<file path="src/rtl/dwell_timer.sv">
// Free-running dwell counter 0..CYCLES-1; expire pulses for one clock on the last count.
// restart reloads the count to 0 so a full dwell follows.
module dwell_timer #(
  parameter int CYCLES = 13500000
) (
  input  logic clk,
  input  logic reset_n,
  input  logic restart,
  output logic expire
);

  localparam int            CW   = (CYCLES > 1) ? $clog2(CYCLES) : 1;
  localparam logic [CW-1:0] LAST = CW'(CYCLES - 1);

  logic [CW-1:0] count;

  assign expire = (count == LAST);

  always_ff @(posedge clk or negedge reset_n) begin
    if (!reset_n) begin
      count <= '0;
    end else if (restart || expire) begin
      count <= '0;
    end else begin
      count <= count + CW'(1);
    end
  end

endmodule

</file>
<file path="config.mk">
export PLATFORM = sky130hd
export DESIGN_NAME = dwell_timer
export DESIGN_NICKNAME = d
export VERILOG_FILES = /design/src/rtl/dwell_timer.sv
export SDC_FILE = /design/constraint.sdc
export NUM_CORES = 1
export LEC_CHECK = 0
export BUFFER_PORTS_ARGS = -buffer_cell sky130_fd_sc_hd__buf_4
export CAP_MARGIN = 20
export CORE_UTILIZATION = 60
export DETAILED_ROUTE_END_ITERATION = 10
export PLACE_DENSITY_LB_ADDON = 0.05
export SKIP_LAST_GASP = 1
export SYNTH_ARGS = -nofsm -noshare
export SYNTH_HDL_FRONTEND = slang
export SYNTH_SLANG_ARGS = --single-unit
</file>
<file path="constraint.sdc">
create_clock -name clk -period 3.8 [get_ports clk]
set_input_delay 0.19 -clock clk [delete_from_list [all_inputs] [get_ports clk]]
set_output_delay 0.19 -clock clk [all_outputs]
set_load 0.01 [all_outputs]
</file>
### Word-level counts from Yosys, hierarchy flattened

Cells that the tools add are included.

* flip-flop bits (word level): 24
* input port bits: 3
* output and inout bits: 1

* add/subtract/negate cells: 1
* eq/ne operators: 1
* mux-type cells: 1
* reduce and logical (&&, ||, !) cells: 1

Operators by type and width (number)
* $add 24x1->24 const B: 1
* $eq 24x24->1 const B: 1
* $mux 24: 1
* $logic_or 1x1->1: 1

### Depth between registers and ports, before layout

Gate-level depths: netlist (run 1).

* word-level depth: 3
* mapped depth: 6

### Worst setup path after synthesis (run 1)

OpenSTA, ideal clock, no wires.

* path type: flip-flop to flip-flop
* start point: reg count[0]
* end point: reg count[18]
* arrival time: 1.863 ns
* data required time: 3.727 ns
* slack: 1.864 ns
* stages on the path, launching flop included: 7
* buffers on the path: 1
* period minus slack after synthesis: 1.936 ns
* path through: dfrtp_1 -> ha_1 -> nand4_4 -> or4_1 -> buf_2 -> or3_1 -> a21oi_2

* longest elaborated chain between the ends: 3
* elaborated cells on any way between the ends: 4
* those cells by class: add/sub: 1; eq/ne: 1; mux: 1; reduce/logical: 1

RTL lines
* start, declared: RTL line 15 `logic [CW-1:0] count;`
* start signal, assigned: RTL line 25 `count <= count + CW'(1);`
* branches (longest 2 deep; another with $add 24x1->24)
* $mux 24 *: RTL line 22 `end else if (restart || expire) begin`

Every way passes the cells marked *.

### Final worst setup path (run 1)

* start point: reg count[11]
* end point: reg count[21]

The elaborated chain is that of the path after synthesis.

==> metrics.md, run 1 <==
| Metric | Value |
|---|---|
| DIE HEIGHT | ~48 µm |
| Antenna Nets Post-Route | 0 |
| Final setup vio count | 0 |
| Syn Inst Count | 133 |
| Post-Layout Inst Area | roughly 1400 µm² |
| Synth cell types | 29 |
| Kind of critical path | reg2reg |
| Top-Level Pins | 4 |
| HPWL Detailed | ~1.7 mm |
| CP Launch Type | register |
| CTS tree | yes |
| Max FFs per register | 24 |
| Initial Utilization | 0.6496 |
| RSZ-0062 raised after global routing | no |
| P_leak | ~0.54 nW |
| Wire length of the first global-routing pass | about 4.3 mm |
| Clk Latency, worst-skew pair | roughly 0.32 ns |
| Mux contribution to synthesized area | 0 |
| Fillers | approximately 150 |
| Max Root-Sink Buffers | 2 |
| GRT Resource Usage Total | 0.2376 |
| Largest family of logic cells by synthesized area | simple AND/OR/NAND/NOR gates |
| Adder-cell share of the synthesized area | 0.009718 |
| Synth Area in Compound Gates | 0.08455 |
| Reg clk slew, reported paths | 0.13 ns |
| Layout cells sized above 1 | 0.1314 |
| Status | complete, no violations |
| Total Wirelength | approximately 2.5 mm |
| Number of DRC markers in iteration 0 | 24 |
| CP max-delay cell | o31ai_2 |
| Commonest cells after routing, fill and taps aside | dfrtp_1 (24), nor2_1 (18), nand3_1 (9), xnor2_1 (9), nand4_1 (7) |
| Seq. cell area | between 600 and 700 µm² |
| Root Driver | clkbuf_4 |
| Post-synth top area share | 0.4665 |
| Setup TNS | 0 ns |
| Clock Skew | between 0.01 and 0.015 ns |
| Number of global-route vias before repair | 971 |
| Cts hold-fix bufs | 1 |
| Mapped Area | approximately 1300 µm² |
| Top delay family on crit path | compound AO/OA/AOI/OAI gates |
| Tcrit/Tclk final | 0.5614 |
| DRC viols | 0 |
| H-tree depth | 1 |
| Area leader, netlist | dfrtp_1 |
| Placed cell areas | around 1300 µm² |
| Share of flip-flops with an asynchronous set or reset | 1.000 |
| Final Slew Violations | 0 |
| Placed instance count | roughly 160 |
| Synth area leaders | dfrtp_1 (47%), xnor2_1 (6.1%), nor2_1 (5.2%) |
| CTS resizes | 0 |
| RD Place Congestion | 0.8572 |
| Critical Path RT | between 4 and 5 ns |
| Final min period | 2.133 ns |
| DRT Pass-1 Iters | 4 |
| Number of flops mapped to enable cells by yosys | 0 |
| CP arrival | 2.36 ns |
| Ant diodes | 0 |
| Die W | between 40 and 50 µm |
| Power Total | slightly above 0.4 mW |
| Synth-to-Final Area Change | 7.386% |
| Simple-gate share of the synthesized area | 0.3120 |
| Fin. Hold Viols | 0 |
| Num CTS Buffers | 3 |
| Type of the worst min-delay path | in2async |
| Regs by FF count | count x24 |
| Largest stage delay, worst path | 0.56 ns |
| Hold_ws | slightly below 0.3 ns |
| Critical Path, Cell by Cell | and4_1 > nand3_1 > o31ai_2 > buf_4 > o21ba_2 |
| XOR/XNOR Fraction of Synth Area | 0.09524 |
| Area of the multi-input gates | about 650 µm² |
| Post-CTS Setup Bufs | 0 |
| Die area | roughly 2300 µm² |
| Flop and latch count out of synthesis | 24 |
| Peak supply drop | about 0.25 mV |
| Most used flip-flop cell after synthesis | dfrtp_1 |
| Core area | just under 2000 µm² |
| Initial antenna violation count | 0 |
| Via count | just under 1,000 |
| Register area share after synthesis | 0.4665 |
| Crit path max fanout | 17 |
| Synth warn | 0 |
| I/O Buffers | 3 |
| Bufs and invs on worst path | 1 |
| Non-filler cells, final | ~160 |
| Setup crit end kind | register |
| Fmax | 468.7 MHz |
| Vias per cell | roughly 6.0 |
| Commonest non-fill, non-tap cell in the layout | dfrtp_1 |
| Relative slew slack | 0.6129 |
| Post-Syn Nets | about 140 |
| Worst-margin pin slew | between 0.5 and 0.6 ns |
| Cell Rows | 16 |
| Clock sinks | 24 |
| Routed wire per std cell | about 15 µm |
| Largest register by flop count | count |
| Mean Syn Cell Area | between 9 and 10 µm² |
| Largest net degree at the start of global routing | 25 |
| Max cap viols | 0 |
| Layout Nets | between 100 and 150 |
| Power Density | between 300 and 400 nW/µm² |
| Remaining global-route overflow | 0 |
-- worst paths after layout --
check | depth (start not counted) | slack [ns] | endpoint | startpoint
max | 5 | 1.67 | count[21] | count[11]
min | 2 | 0.29 | count[23] | reset_n
max reg2reg | 5 | 1.67 | count[21] | count[11]
min reg2reg | 1 | 0.55 | count[0] | count[0]
max in group asynchronous | 2 | 3.27 | count[5] | reset_n
min in group clk | 3 | 0.54 | count[4] | restart
-- logic make-up (layout without fill, tap and decap cells) --
logic type               after synthesis  after routing
XOR/XNOR                              14             14
AND/OR/NAND/NOR                       68             68
adder cells (fa/ha/maj)                1              1
buffers and inverters                  9             13
flip-flops                            24             24
AO/OA/AOI/OAI                         17             17
-- synth_stat cells, types with 2 or more instances --
library cell / number
nand4_4: 2
buf_2: 3
nor4_1: 4
inv_1: 3
or4_1: 2
o31ai_1: 2
nand3_1: 9
dfrtp_1: 24
nor3_1: 5
nand4_1: 7
or3_1: 6
a21oi_1: 4
nand2_1: 6
a21oi_2: 3
xor2_1: 5
and4_1: 3
nor2_1: 18
clkbuf_2: 3
o21ai_0: 6
xnor2_1: 9
-- where the power goes --
group	switching [mW]	internal [mW]
sequential	0.00389	0.258
clock	0.0762	0.0586
combinational	0.0124	0.00673
-- stage by stage --
stage	util	setup WS, ns
floorplan	-	1.864
global placement	0.6692	1.667
detailed placement	0.6692	1.677
CTS	0.6926	1.664
global route	0.6976	1.529
finish	0.6976	1.667
-- routing by layer --
layer,vias up,GRT usage,part of all wire
met5,-,0,0
met4,0,0.08824,0.0069
met3,2,0.03774,0.027
met2,22,0.4225,0.51
met1,473,0.2902,0.46
li1,487,-,-
-- layout make-up --
cell class / instances / area share
multi-input combinational: 100 / 0.4706
sequential: 24 / 0.4344
timing repair buffer: 6 / 0.03620
clock buffer: 4 / 0.02624
tap: 27 / 0.02443
inverter: 3 / 0.008145
No activity file was read; power rests on OpenSTA's default activity.
==> run 2: changes to the inputs <==
- CORE_UTILIZATION: 60 -> 54
- clock period: 3.8 -> 1.75 ns (I/O delays scaled with it)
==> metrics.md, run 2 (synthesized netlist as in run 1, its figures left out) <==
| Metric | Value |
|---|---|
| Worst-case reg-to-reg path depth | 5 (unchanged) |
| Placed cell areas | 1490 µm² (was 1326 µm²) |
| Antenna Nets Post-Route | 0 (unchanged) |
| Top-Level Pins | 4 (unchanged) |
| CTS tree | yes (unchanged) |
| Synth-to-Final Area Change | 23.32% (was 7.386%) |
| Post-Layout Inst Area | 1588 µm² (was 1383 µm²) |
| Fmax | 585.9 MHz (was 468.7 MHz) |
| Fillers | 181 (was 146) |
| Hold_ws | 0.1918 ns (was 0.2920 ns) |
| Ant diodes | 0 (unchanged) |
| Largest net degree at the start of global routing | 25 (unchanged) |
| Crit path max fanout | 5 (was 17) |
| Max FFs per register | 24 (unchanged) |
| Number of DRC markers in iteration 0 | 23 (was 24) |
| Share of total power in sequential cells | 0.621 (was 0.630) |
| Via count | 1,079 (was 984) |
| Status | complete, no violations (unchanged) |
| Setup crit end kind | register (unchanged) |
| DIE HEIGHT | 50.83 µm (was 48.32 µm) |
| Vias per cell | 5.770 (was 6.000) |
| RSZ-0062 raised after global routing | yes (was no) |
| Remaining global-route overflow | 0 (unchanged) |
| CP arrival | 1.95 ns (was 2.36 ns) |
| RD Place Congestion | 0.8089 (was 0.8572) |
| Critical Path Start | count[12] (was count[11]) |
| Fin. Hold Viols | 0 (unchanged) |
| I/O Buffers | 3 (unchanged) |
| Largest register by flop count | count (unchanged) |
| P_leak | 0.6465 nW (was 0.5408 nW) |
| Num CTS Buffers | 3 (unchanged) |
| Commonest non-fill, non-tap cell in the layout | buf_4 (was dfrtp_1) |
| Initial antenna violation count | 0 (unchanged) |
| Peak supply drop | 0.4537 mV (was 0.2492 mV) |
| Layout Nets | 164 (was 142) |
| Die W | 50.83 µm (was 48.32 µm) |
| Cell Rows | 17 (was 16) |
| Root Driver | clkbuf_4 (unchanged) |
| Commonest cells after routing, fill and taps aside | buf_4 (26), dfrtp_1 (19), nor2_1 (18) (was dfrtp_1 (24), nor2_1 (18), nand3_1 (9), xnor2_1 (9), nand4_1 (7)) |
| Wire length of the first global-routing pass | 4.747 mm (was 4.271 mm) |
| Reg-to-reg slack, setup | 0.04 ns (was 1.67 ns) |
| GRT Resource Usage Total | 0.2527 (was 0.2376) |
| Clk Latency, worst-skew pair | 0.31 ns (was 0.32 ns) |
| CP Launch Type | register (unchanged) |
| Type of the worst min-delay path | in2async (unchanged) |
| Max Root-Sink Buffers | 2 (unchanged) |
| Critical Path RT | 1.99 ns (was 4.03 ns) |
| Final setup vio count | 0 (unchanged) |
| DRT Pass-1 Iters | 4 (unchanged) |
| Kind of critical path | reg2reg (unchanged) |
| Fin util | 0.7109 (was 0.6976) |
| Clock Skew | 0.005568 ns (was 0.01053 ns) |
| Final min period | 1.707 ns (was 2.133 ns) |
| Int Power | 0.7139 mW (was 0.3232 mW) |
| Worst-margin pin slew | 0.3562 ns (was 0.5772 ns) |
| Routed wire per std cell | 15.09 µm (was 15.02 µm) |
| Number of global-route vias before repair | 1,103 (was 971) |
| Clk pwr share | 0.315 (was 0.324) |
| Core area | 2233 µm² (was 1982 µm²) |
| Switching Power | 0.2026 mW (was 0.09249 mW) |
| Initial Utilization | 0.5765 (was 0.6496) |
| Power Density | 577.2 nW/µm² (was 300.7 nW/µm²) |
| HPWL Detailed | 2.116 mm (was 1.727 mm) |
| Total Wirelength | 2.821 mm (was 2.463 mm) |
| Max cap viols | 0 (unchanged) |
| Layout cells sized above 1 | 0.3145 (was 0.1314) |
| Setup TNS | 0 ns (unchanged) |
| Tcrit/Tclk final | 0.9752 (was 0.5614) |
| Switch share | 0.2210 (was 0.2225) |
| Critical path destination | count[23] (was count[21]) |
| H-tree depth | 1 (unchanged) |
| Reg clk slew, reported paths | 0.13 ns (about the same) |
| DRC viols | 0 (unchanged) |
| Relative slew slack | 0.7604 (was 0.6129) |
| Final Slew Violations | 0 (unchanged) |
| Reg-to-Reg Start | count[12] (was count[11]) |
| Die area | 2584 µm² (was 2335 µm²) |
| Regs by FF count | count x24 (unchanged) |
| Critical R2R Capture | count[23] (was count[21]) |
| Clock sinks | 24 (unchanged) |
| Combinational power share | 0.064 (was 0.046) |
## run 2: power groups by stage
stage	sequential [mW]	combinational (mW)	clock [mW]
after floorplan	0.579	0.0214	0
after global placement	0.579	0.0489	0
after detailed placement	0.579	0.0522	0
after CTS	0.569	0.0559	0.300
after global routing	0.570	0.0679	0.320
final	0.569	0.0586	0.289
## run 2: metrics by stage
step	setup slack, ns	cells	power (mW)
global placement	0.03223	179	0.6277
global route	-0.03129	187	0.9577
finish	0.04337	187	0.9165
CTS	0.005281	185	0.9245
detailed placement	-0.03584	179	0.6317
floorplan	0.001144	133	0.6007
## run 2: worst max-delay path, cell delays in order (launching register included)
cell     delay, ns
dfrtp_1       0.38
buf_4         0.14
and4_1        0.23
nand3_1       0.19
or4_1         0.55
a21oi_1       0.16
## run 2: final cells by class
| type | count | area (µm²) | share of cell area |
|---|---|---|---|
| well taps | 28 | 35.03 | 0.02206 |
| multi-input cells | 100 | 683.2 | 0.4303 |
| flip-flops and latches | 24 | 606.8 | 0.3822 |
| repair buffers | 28 | 215.2 | 0.1355 |
| inverters | 3 | 11.26 | 0.007092 |
| clock buffers | 4 | 36.28 | 0.02285 |
## run 2: timing repair
item                                    in CTS  in global routing
endpoints found under the setup margin       3                 23
hold buffers                                 2                  0
resized for setup                            1                  8
pin swaps                                    0                  4
hold endpoints to repair                    25                  0
setup buffers                                0                  2
## run 2: how the worst min path moves through the flow
stage / startpoint / endpoint
6_report: reset_n / count[18]
5_1_grt: reset_n / count[17]
4_1_cts: reset_n / count[18]
3_5_place_dp: reset_n / count[13]
3_3_place_gp: reset_n / count[12]
2_1_floorplan: reset_n / count[0]
## run 2: layer usage
metal	part of all wire	wire length [µm]	global-route usage
met1	0.46	1298	0.3307
met2	0.51	1447	0.4311
met3	0.019	54	0.03571
met4	0.0074	21	0.08333
met5	0	0	0
